--- src/rtl/shiftreg_serializer.sv ---
// Parallel-in, serial-out shift register with a one-word pending buffer.
// Words arrive on a valid/ready handshake and leave one bit per consumer strobe.
module shiftreg_serializer #(
  parameter int WIDTH     = 32,
  parameter bit MSB_FIRST = 1'b1
) (
  input  logic             CLK,
  input  logic             RST,
  input  logic [WIDTH-1:0] enqData,
  input  logic             enqValid,
  output logic             enqReady,
  input  logic             shiftEnable,
  output logic             serialData,
  output logic             serialValid,
  output logic             serialLast
);

  localparam int CW = $clog2(WIDTH);
  localparam logic [CW-1:0] CNT_LAST = CW'(WIDTH - 1);

  typedef enum logic {EMPTY, ACTIVE} state_t;

  state_t           state, state_nxt;
  logic [WIDTH-1:0] active, active_nxt;
  logic [WIDTH-1:0] pend, pend_nxt;
  logic [CW-1:0]    cnt, cnt_nxt;
  logic             pend_full, pend_full_nxt;

  logic             enq_fire;
  logic             consume;
  logic             last_bit;
  logic [WIDTH-1:0] shifted;

  // enqReady comes straight from a flop, so it never depends on this cycle's inputs.
  assign enqReady    = !pend_full;
  assign serialValid = (state == ACTIVE);
  assign last_bit    = (cnt == CNT_LAST);
  assign serialLast  = serialValid & last_bit;
  assign serialData  = serialValid & (MSB_FIRST ? active[WIDTH-1] : active[0]);

  assign enq_fire = enqValid & !pend_full;
  assign consume  = shiftEnable & serialValid;
  assign shifted  = MSB_FIRST ? {active[WIDTH-2:0], 1'b0} : {1'b0, active[WIDTH-1:1]};

  always_ff @(posedge CLK or posedge RST) begin
    if (RST) begin
      state     <= EMPTY;
      active    <= '0;
      pend      <= '0;
      cnt       <= '0;
      pend_full <= 1'b0;
    end else begin
      state     <= state_nxt;
      active    <= active_nxt;
      pend      <= pend_nxt;
      cnt       <= cnt_nxt;
      pend_full <= pend_full_nxt;
    end
  end

  always_comb begin
    state_nxt     = state;
    active_nxt    = active;
    pend_nxt      = pend;
    cnt_nxt       = cnt;
    pend_full_nxt = pend_full;
    case (state)
      EMPTY: begin
        if (enq_fire) begin
          active_nxt = enqData;
          cnt_nxt    = '0;
          state_nxt  = ACTIVE;
        end
      end
      ACTIVE: begin
        if (consume && last_bit) begin
          // pend_full blocks enq_fire, so the pending word always wins over flow-through
          if (pend_full) begin
            active_nxt    = pend;
            cnt_nxt       = '0;
            pend_full_nxt = 1'b0;
          end else if (enq_fire) begin
            active_nxt = enqData;
            cnt_nxt    = '0;
          end else begin
            state_nxt = EMPTY;
          end
        end else begin
          if (consume) begin
            active_nxt = shifted;
            cnt_nxt    = cnt + 1'b1;
          end
          if (enq_fire) begin
            pend_nxt      = enqData;
            pend_full_nxt = 1'b1;
          end
        end
      end
      default: state_nxt = EMPTY;
    endcase
  end

endmodule

--- config.mk ---
export PLATFORM = sky130hd
export DESIGN_NAME = shiftreg_serializer
export DESIGN_NICKNAME = d
export VERILOG_FILES = /design/src/rtl/shiftreg_serializer.sv
export SDC_FILE = /design/constraint.sdc
export NUM_CORES = 1
export LEC_CHECK = 0
export CORE_MARGIN = 3
export CORE_UTILIZATION = 55
export DETAILED_ROUTE_END_ITERATION = 12
export PLACE_DENSITY_LB_ADDON = 0.25
export SLEW_MARGIN = 20
export SYNTH_ARGS = -nofsm -noshare
export SYNTH_HDL_FRONTEND = slang
export SYNTH_SLANG_ARGS = --single-unit
--- constraint.sdc ---
create_clock -name CLK -period 2.9 [get_ports CLK]
set_input_delay 0.58 -clock CLK [delete_from_list [all_inputs] [get_ports CLK]]
set_output_delay 0.58 -clock CLK [all_outputs]
set_load 0.02 [all_outputs]
==> impl_results.md, run 1 <==
* Status: finished, final reports clean
* Fin crit share at 94.3%
* Clk_skew at 0.00767 ns
* CTS Buf Count at 9
* Worst setup EP type: primary output
* Deepest clock path buffer count at 2
* # clock sinks at 71
* Setup tns final at 0 ns
* Final nets at 417
* Pin count of the biggest net entering global routing at 72
* Port bufs at 39
* Area Overhead vs Synth at 14.9%
* Syn avg cell area at 11.5 sq um
* Slew margin rel. at 31.7%
* Detailed Routing Iterations Pass 1 at 4
* Synthesized area at 4050 sq um
* Post-Synthesis Cells at 353
* Hold buffers post-CTS at 0
* CP Data Required Time at 2.32 ns
* Fmax at 366 MHz
* Via count at 3059
* Worst r2r path cells at 7
* Primary FF master, synth: dfrtp_1
* Post-synth cell types at 43
* Htree depth at 3
* Most frequent cells in the layout: dfrtp_1 (71), clkdlybuf4s50_1 (38), mux2_1 (32)
* Crit start category: flip-flop
* Initial antenna violation count at 0
* Vias/cell at 6.37
* 1st-iter DRT viols at 129
* PwrDens at 596 nW/um^2
* P_leak at 0.00212 uW
* Worst vdd ir at 0.344 mV
* # diodes at 0
* Total GRT Usage at 23.1%
* Async SR Flop Fraction at 100%
* RD Place Congestion at 0.789
* DIE HEIGHT at 91.8 microns
* Initial Util at 58.0%
* Post-synth EDFFs at 0
* # rows at 30
* Worst path arrival time at 2.16 ns
* DRT antenna net count at 0
* Total grt overflow at 0
* Post-layout util at 66.7%
* MaxCap Viol Count at 0
* Share of layout cells above drive strength 1 at 11.7%
* Final hold vios at 0
* Clk slew on worst S/H paths at 0.08 ns
* Synth Net Count at 391
* CP max stage delay at 0.53 ns
* Die Wd at 91.8 microns
* RSZ-0062 raised after global routing: false
* First-pass GRT wire length at 15700 microns
* Number of global-route vias before repair at 3134
* Ys Warns at 0
* CP max-delay cell: clkdlybuf4s50_1
* Area of the die at 8430 sq um
* Remaining DRCs at 0
* Clock Tree Root: clkbuf_8
* Dpl hpwl at 5620 microns
* Most used cell, CP: ha_1
* Final WL at 9080 microns
* Post-CTS sizing at 0
* Worst Hold Class: reg2reg
* Final setup fails at 0
* CP cell instances: ha_1 > and3_1 > ha_1 > and2_1 > clkdlybuf4s50_1
* Hold path cells at 1
* Routed wire length per instance at 18.9 microns
* Overall Power at 2770 uW
* Setup CP Type: reg2out
* Pins Over Slew Limit at 0
* # IOs at 40
* Sequential fraction of the synthesis area at 43.9%
* Crit-path max FO at 6
* Commonest non-fill, non-tap cell in the layout: dfrtp_1
* Worst-Skew Late Latency at 0.34 ns
* Post-CTS Setup Repair Bufs at 0
* Final min period at 2.74 ns
* Worst-margin pin slew at 1.03 ns
* Seq cells post-synth at 71
* CTS tree: yes
* Core Region at 6980 sq um
-- per-layer routing --
| layer | GRT usage (%) | up-vias | share of wire (%) |
|---|---|---|---|
| li1 | - | 1417 | - |
| met1 | 31.1 | 1548 | 47 |
| met2 | 37.7 | 82 | 48 |
| met3 | 3.12 | 12 | 3.6 |
| met4 | 9.65 | 0 | 1.5 |
| met5 | 0 | - | 0 |
-- per-stage QoR --
| stage | area (sq um) | setup WS [ns] | instances | hold slack (ns) |
|---|---|---|---|---|
| after floorplan | 4050 | 0.523 | 353 | 0.456 |
| after global placement | 4430 | 0.253 | 464 | 0.472 |
| after detailed placement | 4430 | 0.214 | 464 | 0.481 |
| after CTS | 4650 | 0.159 | 480 | 0.498 |
| after global routing | 4650 | 0.0873 | 480 | 0.513 |
| final | 4650 | 0.164 | 480 | 0.495 |
-- power by group --
group          internal, uW  switching (uW)  total [uW]  leakage, uW
combinational           265             225         490      0.00104
sequential             1230             154        1380     0.000962
clock                   531             369         901     0.000114
total                  2030             748        2770      0.00212
-- kinds of logic after synthesis --
logic type | after synthesis | synth area share [%]
muxes | 62 | 16.3
and+or+nand+nor | 91 | 13.3
DFF | 71 | 43.9
AOI/OAI and AO/OA | 87 | 19.4
adders and majority gates | 2 | 0.618
buffers and inverters | 40 | 6.45
-- path summary, 6_finish.rpt --
kind                                 startpoint                      to  slack, ns
min in group asynchronous                   RST   active[1]$_DFFE_PP0P_       0.63
hold reg to reg            pend[31]$_DFFE_PP0P_    pend[31]$_DFFE_PP0P_       0.49
setup reg to reg             cnt[0]$_DFFE_PP0P_  active[24]$_DFFE_PP0P_       0.33
max in group asynchronous                   RST  active[18]$_DFFE_PP0P_       1.97
setup / recovery             cnt[0]$_DFFE_PP0P_              serialLast       0.16
hold / removal             pend[31]$_DFFE_PP0P_    pend[31]$_DFFE_PP0P_       0.49
-- cells in the mapped netlist, types with 2 or more instances --
library cell	n	area share (%)
a221oi_2	8	3.0
nand3_1	3	0.37
a221o_1	2	0.49
nand2_1	26	2.4
and2_1	2	0.31
nor2_1	9	0.83
dfrtp_1	71	44
buf_6	8	2.2
nor2b_1	31	4.8
mux2i_1	30	7.4
buf_2	15	1.9
inv_2	2	0.19
mux2_1	32	8.9
o221ai_1	30	6.5
clkbuf_1	6	0.56
a22o_1	2	0.43
nand2b_1	4	0.62
buf_4	4	0.74
nand4bb_1	7	1.9
o211ai_1	2	0.37
a31oi_1	8	1.2
a41oi_1	23	5.0
inv_1	2	0.19
a21oi_1	6	0.74
ha_1	2	0.62
-- registers in the layout (all words and copies together) (netlist names) --
signal,count
pend_full,1
serialValid,1
pend,32
cnt,5
active,32
-- area by class of cell --
| cell class | count | area, sq um |
|---|---|---|
| Inverter | 4 | 15.0 |
| Multi-Input combinational cell | 242 | 2020 |
| Timing Repair Buffer | 51 | 500 |
| Fill cell | 552 | 2330 |
| Clock buffer | 13 | 159 |
| Clock inverter | 3 | 65.1 |
| Sequential cell | 71 | 1780 |
| Tap cell | 96 | 120 |
-- worst max-delay path: cells and delay by family (launching register included) --
kind          cells  cell delay, ns
flops             1            0.45
simple gates      2            0.36
fa+ha+maj         2            0.47
buf+inv           1            0.53
No activity file was read; power rests on OpenSTA's default activity.
==> inputs of run 2 (changes only) <==
==> constraint.sdc (replaced) <==
create_clock -name CLK -period 2.9 [get_ports CLK]
set_input_delay 0.58 -clock CLK [delete_from_list [all_inputs] [get_ports CLK]]
set_output_delay 0.58 -clock CLK [all_outputs]
set_load 0.1 [all_outputs]
==> run 2 against run 1 <==
Net effect:
- register-to-register slack about the same
- clock skew about the same
- total power decreased by 2.5%
- count of clock-buffer cells in the layout decreased by 1
- largest cell class unchanged
==> impl_results.md, run 2 (synthesized netlist as in run 1, its figures left out) <==
* Status: finished, final reports clean
* 1st-iter DRT viols at 208 (+61%)
* # clock sinks at 71 (unchanged)
* Port bufs at 39 (unchanged)
* Final setup fails at 0 (unchanged)
* Clk_skew at 0.00738 ns (-0.000299 ns)
* Hold buffers post-CTS at 0 (unchanged)
* Core Region at 6980 sq um (unchanged)
* Fin Hold WS at 0.496 ns (+0.000758 ns)
* Pin count of the biggest net entering global routing at 48 (-33%)
* Sw frac at 28.4% (+1.4 points)
* Routed wire length per instance at 19.4 microns (+2.6%)
* Final min period at 2.66 ns (-0.0786 ns)
* Regs by FF count: active (32), pend (32), cnt (5)
* Clk slew on worst S/H paths at 0.07 ns (about the same)
* # rows at 30 (unchanged)
* CP Data Required Time at 2.32 ns (about the same)
* Post-CTS sizing at 0 (unchanged)
* CTS Buf Count at 9 (unchanged)
* Worst-Skew Late Latency at 0.35 ns (about the same)
* # diodes at 0 (unchanged)
* Post-layout util at 66.3% (-0.38 points)
* Finished Layout Cells at 479 (-0.21%)
* Share of layout cells above drive strength 1 at 12.5% (+0.81 points)
* Setup CP Type: reg2out
* Comb pwr share at 19.2% (+1.5 points)
* Worst-margin pin slew at 1.05 ns (+0.0229 ns)
* Post-CTS Setup Repair Bufs at 0 (unchanged)
* Sequential share of power at 51.2% (+1.3 points)
* Internal Power at 1940 uW (-4.4%)
* Fmax at 376 MHz (+3.0%)
* CTS tree: yes
* Vias/cell at 6.44 (+1.0%)
* Commonest non-fill, non-tap cell in the layout: dfrtp_1
* Fin crit share at 91.6% (-2.7 points)
* Slew margin rel. at 30.1% (-1.5 points)
* P_leak at 0.00211 uW (-0.16%)
* Worst Hold Class: reg2reg
* PwrDens at 584 nW/um^2 (-2.0%)
* Final WL at 9290 microns (+2.4%)
* Htree depth at 3 (unchanged)
* Worst setup EP type: primary output
* First-pass GRT wire length at 15900 microns (+1.5%)
* DIE HEIGHT at 91.8 microns (unchanged)
* Initial Util at 58.0% (unchanged)
* Crit-path max FO at 20 (+14)
* Final nets at 417 (unchanged)
* Setup tns final at 0 ns (unchanged)
* Clock power frac at 29.6% (-2.9 points)
* MaxCap Viol Count at 0 (unchanged)
* Clock Tree Root: clkbuf_8
* Area Overhead vs Synth at 14.2%
* Initial antenna violation count at 0 (unchanged)
* RD Place Congestion at 0.803 (+1.8%)
* DRT antenna net count at 0 (unchanged)
* Worst path arrival time at 2.08 ns (-0.08 ns)
* Total grt overflow at 0 (unchanged)
* Placed cell count at 464 (unchanged)
* Pins Over Slew Limit at 0 (unchanged)
* Final hold vios at 0 (unchanged)
* # IOs at 40 (unchanged)
* Worst vdd ir at 0.394 mV (+15%)
* Total GRT Usage at 23.6% (+0.45 points)
* Crit start category: flip-flop
* Remaining DRCs at 0 (unchanged)
* Via count at 3084 (+0.82%)
* Most frequent cells in the layout: dfrtp_1 (71), clkdlybuf4s50_1 (34), mux2_1 (32)
* Overall Power at 2700 uW (-2.5%)
* RSZ-0062 raised after global routing: false
* Dpl hpwl at 5940 microns (+5.7%)
* Detailed Routing Iterations Pass 1 at 4 (unchanged)
* Deepest clock path buffer count at 2 (unchanged)
* Die Wd at 91.8 microns (unchanged)
* Number of global-route vias before repair at 3183 (+1.6%)
* Area of the die at 8430 sq um (unchanged)
* Sw Pwr at 767 uW (+2.5%)
-- run 2: cell types whose count changed in the layout (fill, tap and decap cells not counted), sizes merged --
cell           change
bufinv             -1
clkbuf             -1
clkdlybuf4s50      -4
buf                +4
clkinvlp           +1
-- run 2: power by group through the flow --
| stage | Clock (uW) | Combinational [uW] | Sequential (uW) |
|---|---|---|---|
| 2_1_floorplan | 0 | 396 | 1350 |
| 3_3_place_gp | 0 | 496 | 1390 |
| 3_5_place_dp | 0 | 526 | 1400 |
| 4_1_cts | 817 | 527 | 1380 |
| 5_1_grt | 863 | 579 | 1410 |
| 6_report | 800 | 520 | 1380 |
-- run 2: final timing paths --
| check | startpoint | end | slack (ns) | cells after the start |
|---|---|---|---|---|
| max | cnt[0]$_DFFE_PP0P_ | serialLast | 0.24 | 6 |
| min | pend[29]$_DFFE_PP0P_ | pend[29]$_DFFE_PP0P_ | 0.50 | 1 |
| max reg2reg | cnt[0]$_DFFE_PP0P_ | pend[12]$_DFFE_PP0P_ | 0.34 | 7 |
| min reg2reg | pend[29]$_DFFE_PP0P_ | pend[29]$_DFFE_PP0P_ | 0.50 | 1 |
| max in group asynchronous | RST | pend[17]$_DFFE_PP0P_ | 1.67 | 3 |
| min in group asynchronous | RST | pend[1]$_DFFE_PP0P_ | 0.59 | 2 |
-- run 2: cell type report --
| cell class | count | area, sq um |
|---|---|---|
| flip-flops and latches | 71 | 1780 |
| clock inverters | 3 | 42.5 |
| inverters | 4 | 15.0 |
| multi-input cells | 242 | 2020 |
| clock buffers | 12 | 155 |
| fillers | 585 | 2350 |
| well taps | 96 | 120 |
| repair buffers | 51 | 503 |
-- run 2: critical path, stage by stage, from the launching register on --
cell and delay, ns:
dfrtp_1 0.44, ha_1 0.24, and3_1 0.17, ha_1 0.18, buf_4 0.29, and2_1 0.22
buf_12 0.18
-- run 2: per-layer routing --
| metal | share of wire, % | track usage, % | vias up | wire length [microns] |
|---|---|---|---|---|
| met2 | 50 | 39.1 | 84 | 4610 |
| met5 | 0 | 0 | - | 0 |
| li1 | - | - | 1413 | - |
| met3 | 5.9 | 6.15 | 9 | 549 |
| met1 | 44 | 30.3 | 1578 | 4040 |
| met4 | 1.0 | 7.18 | 0 | 93 |
-- run 2: per-stage QoR --
step,cell area [sq um],setup slack (ns)
after floorplan,4050,0.0294
after global placement,4430,0.369
after detailed placement,4430,0.325
after CTS,4630,0.221
after global routing,4630,0.0925
final,4630,0.243
